<file path="config.mk">
export PLATFORM = sky130hd
export DESIGN_NAME = mem_wb_stage
export DESIGN_NICKNAME = d
export VERILOG_FILES = /design/src/rtl/riscv_pkg.sv /design/src/rtl/load_align.sv /design/src/rtl/mem_wb_stage.sv
export SDC_FILE = /design/constraint.sdc
export NUM_CORES = 1
export LEC_CHECK = 0
export ABC_AREA = 1
export CORE_UTILIZATION = 42
export CTS_BUF_LIST = sky130_fd_sc_hd__clkbuf_2 sky130_fd_sc_hd__clkbuf_4 sky130_fd_sc_hd__clkbuf_8
export DETAILED_ROUTE_END_ITERATION = 10
export GPL_ROUTABILITY_DRIVEN = 0
export GPL_TIMING_DRIVEN = 0
export PLACE_DENSITY = 0.79
export SLEW_MARGIN = 10
export SYNTH_ARGS = -nofsm -noshare
export SYNTH_HDL_FRONTEND = slang
export SYNTH_SLANG_ARGS = --single-unit
</file>
<file path="constraint.sdc">
create_clock -name clk -period 2.4 [get_ports clk]
set_input_delay 0.6 -clock clk [delete_from_list [all_inputs] [get_ports clk]]
set_output_delay 0.6 -clock clk [all_outputs]
set_load 0.05 [all_outputs]
</file>
<file path="src/rtl/riscv_pkg.sv">
// riscv_pkg: shared constants for the MEM/WB stage.
// Rev 1.0 - writeback select and load funct3 encodings.
`default_nettype none

package riscv_pkg;

  localparam int XLEN_DEFAULT = 32;

  localparam logic [1:0] WB_ALU = 2'b00;
  localparam logic [1:0] WB_MEM = 2'b01;
  localparam logic [1:0] WB_PC  = 2'b10;

  localparam logic [2:0] F3_LB  = 3'b000;
  localparam logic [2:0] F3_LH  = 3'b001;
  localparam logic [2:0] F3_LW  = 3'b010;
  localparam logic [2:0] F3_LBU = 3'b100;
  localparam logic [2:0] F3_LHU = 3'b101;

endpackage

`default_nettype wire

</file>
<file path="src/rtl/load_align.sv">
// load_align: selects the addressed byte/halfword/word of a load and extends it.
// Rev 1.0 - combinational, raw (unqualified) misalign flag.
`default_nettype none

module load_align
  import riscv_pkg::*;
#(
  parameter int XLEN = XLEN_DEFAULT
) (
  input  logic [XLEN-1:0] raw_i,
  input  logic [1:0]      addr_i,
  input  logic [2:0]      funct3_i,
  output logic [XLEN-1:0] data_o,
  output logic            misalign_o
);

  logic [31:0] w_word;
  logic [7:0]  w_byte;
  logic [15:0] w_half;

  assign w_word = raw_i[31:0];
  assign w_byte = w_word[{addr_i, 3'b000} +: 8];
  assign w_half = w_word[{addr_i[1], 4'b0000} +: 16];

  // Unlisted funct3 values fall through to the word path for data and alignment.
  always_comb begin
    data_o     = XLEN'($signed(w_word));
    misalign_o = |addr_i;
    case (funct3_i)
      F3_LB: begin
        data_o     = XLEN'($signed(w_byte));
        misalign_o = 1'b0;
      end
      F3_LBU: begin
        data_o     = XLEN'(w_byte);
        misalign_o = 1'b0;
      end
      F3_LH: begin
        data_o     = XLEN'($signed(w_half));
        misalign_o = addr_i[0];
      end
      F3_LHU: begin
        data_o     = XLEN'(w_half);
        misalign_o = addr_i[0];
      end
      default: ;
    endcase
  end

endmodule

`default_nettype wire

</file>
<file path="src/rtl/mem_wb_stage.sv">
// mem_wb_stage: MEM/WB pipeline register with stall/flush, load alignment,
// writeback select, x0/misalign write suppression and a retire counter. Rev 1.0.
`default_nettype none

module mem_wb_stage
  import riscv_pkg::*;
#(
  parameter int XLEN   = XLEN_DEFAULT,
  parameter int REG_AW = 5,
  parameter int CNT_W  = 32
) (
  input  logic              clk,
  input  logic              reset,
  input  logic              stall,
  input  logic              flush,
  input  logic              valid_in,
  input  logic              RegWrite_in,
  input  logic [1:0]        wb_sel_in,
  input  logic [2:0]        load_f3_in,
  input  logic [XLEN-1:0]   read_data_in,
  input  logic [XLEN-1:0]   alu_result_in,
  input  logic [XLEN-1:0]   pc_plus4_in,
  input  logic [REG_AW-1:0] rd_in,
  output logic              valid,
  output logic              RegWrite,
  output logic [XLEN-1:0]   wb_data,
  output logic [REG_AW-1:0] rd,
  output logic              misalign,
  output logic [CNT_W-1:0]  retire_count
);

  logic              valid_q, valid_d;
  logic              regwrite_q, regwrite_d;
  logic [XLEN-1:0]   wb_data_q, wb_data_d;
  logic [REG_AW-1:0] rd_q, rd_d;
  logic              misalign_q, misalign_d;
  logic [CNT_W-1:0]  count_q, count_d;

  logic [XLEN-1:0]   load_data;
  logic              load_misalign;

  load_align #(.XLEN(XLEN)) u_load_align (
    .raw_i      (read_data_in),
    .addr_i     (alu_result_in[1:0]),
    .funct3_i   (load_f3_in),
    .data_o     (load_data),
    .misalign_o (load_misalign)
  );

  always_comb begin
    case (wb_sel_in)
      WB_MEM:  wb_data_d = load_data;
      WB_PC:   wb_data_d = pc_plus4_in;
      default: wb_data_d = alu_result_in;
    endcase
    valid_d    = valid_in;
    rd_d       = rd_in;
    misalign_d = valid_in & (wb_sel_in == WB_MEM) & load_misalign;
    regwrite_d = RegWrite_in & valid_in & ~misalign_d & (rd_in != '0);
    count_d    = valid_in ? count_q + CNT_W'(1) : count_q;
  end

  // Flush only kills the control bits; data/rd are don't-care behind valid=0.
  always_ff @(posedge clk or posedge reset) begin
    if (reset) begin
      valid_q    <= 1'b0;
      regwrite_q <= 1'b0;
      wb_data_q  <= '0;
      rd_q       <= '0;
      misalign_q <= 1'b0;
      count_q    <= '0;
    end else if (flush) begin
      valid_q    <= 1'b0;
      regwrite_q <= 1'b0;
      misalign_q <= 1'b0;
    end else if (!stall) begin
      valid_q    <= valid_d;
      regwrite_q <= regwrite_d;
      wb_data_q  <= wb_data_d;
      rd_q       <= rd_d;
      misalign_q <= misalign_d;
      count_q    <= count_d;
    end
  end

  assign valid        = valid_q;
  assign RegWrite     = regwrite_q;
  assign wb_data      = wb_data_q;
  assign rd           = rd_q;
  assign misalign     = misalign_q;
  assign retire_count = count_q;

endmodule

`default_nettype wire

</file>
Word level (Yosys, flattened, before mapping) --
Index checks and enable logic that the tools add are counted.
Cells by class: add/subtract/negate cells 1, equality and inequality tests 6, shifts and indexed selects 2, multiplexer cells 9, bitwise logic cells 8, reductions and logical operators 7
Operators with widths (number):
- $pmux W32 S4 | 1
- $pmux W32 S2 | 1
- $add A32 B1 Y32 const B | 1
- $shiftx A32 B6 Y16 | 1
- $shiftx A32 B6 Y8 | 1
- $eq A3 B3 Y1 const B | 2
- $mux W1 | 6
- $reduce_or A2 Y1 | 3
- $and A1 B1 Y1 | 5
- $reduce_bool A5 Y1 | 1
- $eq A3 B1 Y1 const B | 1
- $logic_not A3 Y1 | 1
- $not A1 Y1 | 3
- $reduce_and A3 Y1 | 1
- $eq A2 B1 Y1 const B | 1
- $eq A2 B2 Y1 const B | 1
- $ne A2 B1 Y1 const B | 1
- $pmux W1 S2 | 1
- $reduce_and A2 Y1 | 1
Storage, ports and cells: flip-flop bits (word level) 72, input port bits 112, output and inout port bits 72, logic and storage cells 39

Longest topological paths before layout --
Gate-level depths: netlist (run 1).
depth after elaboration 9, mapped depth 11, gate-level depth less buffers 10

Cells and area by module --
A second synthesis (run 1) with hierarchy kept.
Second synthesis, totals: cell total of the unflattened synthesis 737, area, all modules 4867.2 sq um
By module, submodules not included:
- mem_wb_stage | times used 1, cells an instance 577, area an instance 4080.2 sq um, seq. area each 1801.7 sq um
- load_align | times used 1, cells an instance 160, area an instance 787.0 sq um, seq. area each 0.0 sq um

Worst setup path after synthesis (run 1) --
No wires, ideal clock.
kind input-to-reg, from input wb_sel_in[0], to register wb_data_q[0] (netlist: wb_data[0]), library setup time 0.122 ns, arrival 1.715 ns, setup slack 0.563 ns, stages on the path 8, cell sequence inv_1 > ha_1 > clkbuf_1 > inv_1 > clkbuf_1 > o21ai_0 > a21oi_1 > a21oi_1
On the way: longest elaborated chain between the ends 2
Ends and longest elaborated chain:
- start, declared | line mem_wb_stage.sv:18 | input logic [1:0] wb_sel_in,
- $eq A2 B2 Y1 / $eq A2 B1 Y1 (equally long branches) | line mem_wb_stage.sv:51 | case (wb_sel_in)
- $pmux W32 S2 * | line mem_wb_stage.sv:51
- end signal, assigned | line mem_wb_stage.sv:79 | wb_data_q <= wb_data_d;
- end, declared | line mem_wb_stage.sv:34 | logic [XLEN-1:0] wb_data_q, wb_data_d;
Mark *: on every way between the ends. The rest lies on a longest branch, timed or not. A chain may end at the register's enable or synchronous reset.

Worst setup path after layout (run 1) --
from register count_q[12] (netlist: retire_count[12]), to output retire_count[12]
RTL lines:
- start, declared | line mem_wb_stage.sv:37 | logic [CNT_W-1:0] count_q, count_d;
- start signal, assigned | line mem_wb_stage.sv:82 | count_q <= count_d;
- end, declared | line mem_wb_stage.sv:29 | output logic [CNT_W-1:0] retire_count
No word-level cell between the ends.

==> results of run 1 <==
==> layout make-up <==
cell class	count	area share [%]
buffer	28	2.04
clock buffer	12	2.21
clock inverter	3	0.244
inverter	53	2.89
multi-input combinational	618	39.1
sequential	72	25.1
tap	143	2.49
timing repair buffer	184	26.0
==> power breakdown <==
group | switching, µW | internal (µW)
logic | 1020 | 601
clock network | 459 | 434
registers | 113 | 1360
total | 1590 | 2390
==> layer usage <==
| layer | vias up | global-route usage [%] | wire length, µm |
|---|---|---|---|
| met3 | 40 | 5.36 | 1180 |
| met2 | 240 | 38.4 | 6750 |
| met5 | - | 0 | 0 |
| met1 | 2445 | 38.6 | 7410 |
| met4 | 0 | 11.9 | 560 |
| li1 | 2782 | - | - |
==> cells in the final DEF (no fill, tap or decap), types with 3 or more instances in the layout <==
| cell | n |
|---|---|
| xnor2_1 | 7 |
| nand3b_1 | 8 |
| o21ai_0 | 8 |
| nand2_2 | 12 |
| inv_1 | 49 |
| nand2_1 | 317 |
| nand2_4 | 5 |
| nor2_1 | 132 |
| nor2_2 | 9 |
| nand3_1 | 20 |
| a21oi_1 | 48 |
| nand4_1 | 8 |
| clkdlybuf4s50_1 | 182 |
| clkbuf_1 | 17 |
| clkbuf_8 | 11 |
| xor2_1 | 11 |
| buf_2 | 5 |
| nand3_2 | 3 |
| o22ai_1 | 4 |
| ha_1 | 3 |
| o21ai_1 | 9 |
| dfrtp_1 | 72 |
==> repair_timing <==
action	in CTS	in global routing
gates resized for setup	1	0
hold buffers	0	0
setup endpoints to repair	1	3
==> per-stage QoR <==
step	hold WS (ps)	total power (µW)	TNS, ps
after global placement	453	3080	-3930
after global routing	495	4190	0
after floorplan	717	2460	0
after CTS	476	4010	0
after detailed placement	457	3110	-5200
final	472	3980	0
==> sequential cells by signal, summed over array words and instances (netlist names) <==
| name | flops |
|---|---|
| RegWrite | 1 |
| misalign | 1 |
| rd | 5 |
| retire_count | 32 |
| valid | 1 |
| wb_data | 32 |
==> cell families (layout without fill, tap and decap cells) <==
family	after synthesis	in the layout	synth area share, %
adder cells (fa/ha/maj)	3	3	0.757
XOR/XNOR	18	18	3.18
AO/OA/AOI/OAI	70	70	7.21
flip-flops	72	72	36.3
AND/OR/NAND/NOR	527	527	45.4
buffers and inverters	82	280	7.11
==> how the worst min path moves through the flow <==
stage	start	endpoint	slack, ps	cells past startpoint
detailed placement	rd[1]	rd[1]	460	2
global route	wb_data[2]	wb_data[2]	490	2
CTS	rd[1]	rd[1]	480	2
floorplan	rd_in[0]	rd[0]	720	2
finish	rd[1]	rd[1]	470	2
global placement	rd[0]	rd[0]	450	2
==> flow_metrics.py, run 1 <==
metrics = {
    "power": {
        "ir_worst_vdd_v": 0.000445,
        "powerDensity_nw_per_um2": 554,
        "p_leak_uw": 0.00343,
    },
    "floorplanning": {
        "die_w_um": 111,
        "io_pins": 184,
        "core-area_um2": 11500,
        "std_cell_rows": 39,
        "die-area_um2": 12300,
        "fp.dieH_um": 111,
        "start_util_pct": 43.3,
    },
    "synth": {
        "synth_area_leaders": "dfrtp_1 36%, nand2_1 24%, nor2_1 10%",
        "synthArstFlopShare_pct": 100,
        "ys_seq_area_share_pct": 36.3,
        "yosysUniqueCellTypes": 34,
        "synthCells": 772,
        "yosys.cell_count.top_type": "nand2_1",
        "synth-edff-count": 0,
        "synth.avg_cell_area_um2": 6.43,
        "yosys.area.top_type_share_pct": 36.3,
        "synth.ff_latch_count": 72,
        "synth-main-ff-cell": "dfrtp_1",
        "syn_area_um2": 4960,
        "ys_warn_count": 0,
        "synth_top_area_cell": "dfrtp_1",
        "synth_fp_nets": 887,
        "synthTopCellsByCount": "317 x nand2_1, 132 x nor2_1, 72 x dfrtp_1",
    },
    "critical_path": {
        "reg2reg_from": "retire_count[1]",
        "critPathArrivalTime_ps": 1690,
        "crit_type": "reg -> out",
        "r2r_slack_ps": 780,
        "cp.required_ps": 1800,
        "cpMaxStageDelayCell": "clkdlybuf4s50_1",
        "cp.buffers_inverters": 1,
        "critPathTopFamily": "buffers and inverters",
        "critPathCapture": "retire_count[12]",
        "cp_slowest_stage_delay_ps": 850,
        "crit_path_start_kind": "flop",
        "path_cells": "clkdlybuf4s50_1",
        "cp_max_fo": 5,
        "r2r_cells": 8,
        "cp-startpoint": "retire_count[12]",
        "cp-end-kind": "output port",
        "cp.depth": 1,
        "reg2reg_to": "retire_count[20]",
    },
    "global_route": {
        "overflow": 0,
        "track_usage_pct": 26.7,
        "antenna_found_initial": 0,
        "grt_max_degree": 37,
        "grt_pass1_wl_mm": 25.9,
        "grt_pass1_vias": 5114,
    },
    "sta": {
        "drv_slew": 0,
        "hold_violations": 0,
        "setup_viol": 0,
        "tightest_slew_ps": 635,
        "grt_setup_unrepaired": "false",
        "fin_skew_ps": 5.88,
        "fin_crit_sh_pct": 95.3,
        "relSlewSlack_pct": 57.7,
        "layout_min_cycle_time_ps": 2290,
        "timing.final.ws_setup_ps": 113,
        "max_freq_ghz": 0.437,
    },
    "clock_network": {
        "htreeDepth": 3,
        "clock_tree.root_cell": "clkbuf_8",
        "postCtsSetupBuffers": 0,
        "insertion_delay_ps": 370,
        "cts_buffer_depth": 2,
        "clk_pin_slew_ps": 80,
        "cts_sinks": 72,
        "cts_tree": "done",
        "cts_made_buffers": 9,
    },
    "finish": {
        "nNetsFinal": 1081,
        "multiInputGateArea_um2": 2810,
        "syn_to_final_growth_pct": 44.9,
        "stdcell_area_um2": 7190,
        "utilization_pct": 62.7,
        "drive_above_1_share_pct": 7.32,
        "layout.cells.non_filler": 1113,
        "regArea_um2": 1800,
        "antenna_cells": 0,
        "nFillCells": 1048,
    },
    "placed_design": {
        "placed_area_um2": 7010,
        "dp_cells": 1099,
        "dp_slack_ps": -373,
        "portBuffers": 182,
        "hpwl_mm": 12.6,
    },
    "route": {
        "drtIter0Drc": 426,
        "drc_errors": 0,
        "dr_total_vias": 5507,
        "wl_mm": 15.9,
        "dr.pass1.iters": 5,
        "wl_per_cell_um": 14.3,
        "via_per_inst": 4.95,
        "antenna_left": 0,
    },
    "flow_run": {
        "max_cap_viol_count": 0,
    },
    "outcome": {
        "status": "finished, final reports clean",
    },
    "worst_hold_path": {
        "min_path_type": "reg -> reg",
    },
}
No activity file was read; power rests on OpenSTA's default activity.
==> inputs of run 2 (changes only) <==
--- a/config.mk
+++ b/config.mk
@@ -5,8 +5,8 @@
 export SDC_FILE = /design/constraint.sdc
 export NUM_CORES = 1
 export LEC_CHECK = 0
-export ABC_AREA = 1
-export CORE_UTILIZATION = 42
+export CAP_MARGIN = 20
+export CORE_UTILIZATION = 39
 export CTS_BUF_LIST = sky130_fd_sc_hd__clkbuf_2 sky130_fd_sc_hd__clkbuf_4 sky130_fd_sc_hd__clkbuf_8
 export DETAILED_ROUTE_END_ITERATION = 10
 export GPL_ROUTABILITY_DRIVEN = 0
@@ -16,3 +16,4 @@
 export SYNTH_ARGS = -nofsm -noshare
 export SYNTH_HDL_FRONTEND = slang
 export SYNTH_SLANG_ARGS = --single-unit
+export TNS_END_PERCENT = 100
==> run 2 against run 1 <==
Final cell count down 30%; utilization grew 0.29 points; highest routed layer unchanged; largest power group unchanged; register-to-register slack lost 330 ps; combinational power down 7%; sequential share of layout area rose by 2.8 points.
==> flow_metrics.py, run 2 <==
metrics = {
    "flow_run": {
        "max_cap_viol_count": 0,
    },
    "synth": {
        "synth-edff-count": 0,
        "synth_fp_nets": 564,
        "synth_top_area_cell": "dfrtp_1",
        "syn_area_um2": 4120,
        "synthTopCellsByCount": "72 x dfrtp_1, 56 x nand2_1, 32 x a21oi_1",
        "ys_warn_count": 0,
        "synth.avg_cell_area_um2": 9.18,
        "synth-main-ff-cell": "dfrtp_1",
        "synthArstFlopShare_pct": 100,
        "synthCells": 449,
        "yosys.cell_count.top_type": "dfrtp_1",
        "ys_seq_area_share_pct": 43.7,
        "synth.ff_latch_count": 72,
        "yosysUniqueCellTypes": 47,
        "synth_area_leaders": "dfrtp_1 44%, o221ai_1 6.4%, nand2_1 5.1%",
        "yosys.area.top_type_share_pct": 43.7,
    },
    "clock_network": {
        "clock_tree.root_cell": "clkbuf_8",
        "cts_sinks": 72,
        "htreeDepth": 3,
        "postCtsHoldBufs": 0,
        "insertion_delay_ps": 350,
        "cts_made_buffers": 9,
        "cts_buffer_depth": 2,
        "cts_tree": "done",
        "clk_pin_slew_ps": 80,
    },
    "finish": {
        "multiInputGateArea_um2": 2170,
        "layout.cells.non_filler": 784,
        "drive_above_1_share_pct": 8.49,
        "regArea_um2": 1800,
        "nNetsFinal": 758,
        "nFillCells": 890,
        "antenna_cells": 0,
        "final_cell_mix": "182 x clkdlybuf4s50_1, 72 x dfrtp_1, 56 x nand2_1",
        "mostFrequentLayoutCell": "clkdlybuf4s50_1",
        "syn_to_final_growth_pct": 57.0,
    },
    "route": {
        "wl_per_cell_um": 19.0,
        "via_per_inst": 5.83,
        "dr_total_vias": 4569,
        "antenna_left": 0,
        "drtIter0Drc": 331,
        "wl_mm": 14.9,
        "drc_errors": 0,
        "dr.pass1.iters": 5,
    },
    "critical_path": {
        "cp-end-kind": "flop",
        "crit_type": "in -> reg",
        "critPathTopFamily": "compound AO/OA/AOI/OAI gates",
        "cp_max_fo": 10,
        "r2r_cells": 5,
        "cp_slowest_stage_delay_ps": 590,
        "path_cells": "clkdlybuf4s50_1 -> clkbuf_1 -> a211oi_1 -> o21ai_0 -> a221oi_1 -> o21ai_0",
        "reg2reg_from": "retire_count[5]",
        "cp.required_ps": 2620,
        "cp.depth": 6,
        "cp.buffers_inverters": 2,
        "timing.critical_path.mode_cell": "o21ai_0",
        "r2r_slack_ps": 450,
        "cpMaxStageDelayCell": "clkdlybuf4s50_1",
        "critPathArrivalTime_ps": 2520,
        "reg2reg_to": "retire_count[26]",
        "crit_path_start_kind": "primary input",
    },
    "sta": {
        "max_freq_ghz": 0.435,
        "grt_setup_unrepaired": "false",
        "layout_min_cycle_time_ps": 2300,
        "fin_skew_ps": 11.7,
        "relSlewSlack_pct": 60.3,
        "tightest_slew_ps": 594,
        "hold_violations": 0,
        "fin_crit_sh_pct": 95.7,
        "setup_viol": 0,
        "drv_slew": 0,
        "timing.final.ws_setup_ps": 103,
        "timing.setup.tns_ps": 0,
    },
    "placed_design": {
        "dp_slack_ps": -683,
        "hpwl_mm": 11.5,
        "dp_cells": 769,
        "portBuffers": 182,
    },
    "floorplanning": {
        "core-area_um2": 10300,
        "fp.dieH_um": 105,
        "die_w_um": 105,
        "std_cell_rows": 37,
        "die-area_um2": 11000,
        "start_util_pct": 40.1,
        "io_pins": 184,
    },
    "global_route": {
        "antenna_found_initial": 0,
        "overflow": 0,
        "grt_pass1_vias": 4553,
        "track_usage_pct": 27.4,
        "grt_pass1_wl_mm": 23.5,
        "grt_max_degree": 28,
    },
    "power": {
        "ir_worst_vdd_v": 0.000391,
        "finalPower_uw": 4380,
        "powerDensity_nw_per_um2": 677,
        "p_leak_uw": 0.00265,
    },
    "worst_hold_path": {
        "holdPathStages": 1,
        "min_path_type": "reg -> reg",
        "min_from": "retire_count[31]",
        "min_to": "retire_count[31]",
    },
    "outcome": {
        "status": "finished, final reports clean",
    },
}
[run 2: cell types whose count changed after synthesis, sizes merged, moves of 8 or more]
cell,before,now
o22ai,4,18
or3,0,9
a21oi,48,32
nand2,334,56
xnor2,7,24
nand3,24,9
nor2,145,20
nand3b,8,0
o221ai,0,30
inv,53,8
nor2b,0,8
o21ai,17,32
and3,0,18
[run 2: per-layer routing]
metal / routed length, µm / track usage, % / part of all wire (%)
met5: 0 / 0 / 0
met1: 5760 / 32.8 / 39
met4: 433 / 10.4 / 2.9
met2: 7370 / 47.0 / 49
met3: 1360 / 7.11 / 9.1
[run 2: final cells by class]
cell class	instances	area share (%)
Multi-Input combinational cell	336	33.5
Clock buffer	9	1.91
Inverter	8	0.522
Timing Repair Buffer	185	28.9
Sequential cell	72	27.8
Buffer	31	2.17
Tap cell	136	2.63
Clock inverter	7	2.59
[run 2: worst max-delay path by stage]
stage / end / startpoint / slack [ps]
floorplan: retire_count[20] / retire_count[6] / 270
global placement: wb_data[30] / wb_sel_in[0] / -650
detailed placement: wb_data[16] / wb_sel_in[0] / -680
CTS: wb_data[16] / load_f3_in[1] / 20
global route: wb_data[2] / wb_sel_in[0] / 6
finish: wb_data[2] / load_f3_in[1] / 100
[run 2: cell families after synthesis]
family | after synthesis | synth area share [%]
AOI/OAI and AO/OA | 142 | 22.8
DFF | 72 | 43.7
buffers and inverters | 41 | 3.92
muxes | 8 | 2.03
xor gates and xnor gates | 31 | 6.77
adders and majority gates | 3 | 0.911
and+or+nand+nor | 152 | 19.9
[run 2: what timing repair did]
item                                    CTS  global route
pin swaps                                 0             1
buffers inserted                          0             1
resized for setup                         6            13
endpoints found under the setup margin   36            39
[run 2: report_power, final]
group	internal (µW)	switching, µW
Sequential	1350	115
Clock	905	504
Combinational	580	925
Total	2840	1540
[run 2: worst register-to-register path, delay by kind of cell (launching register included)]
kind                      cells  cell delay (ps)
xor gates and xnor gates      1              150
DFF                           1              460
and+or+nand+nor               4             1220
[run 2: stage by stage]
stage	util [%]	hold slack (ps)	instance area, µm²
2_1_floorplan	-	666	4130
3_3_place_gp	59.5	460	6120
3_5_place_dp	59.9	462	6160
4_1_cts	62.8	477	6450
5_1_grt	63.0	480	6470
6_report	63.0	477	6470
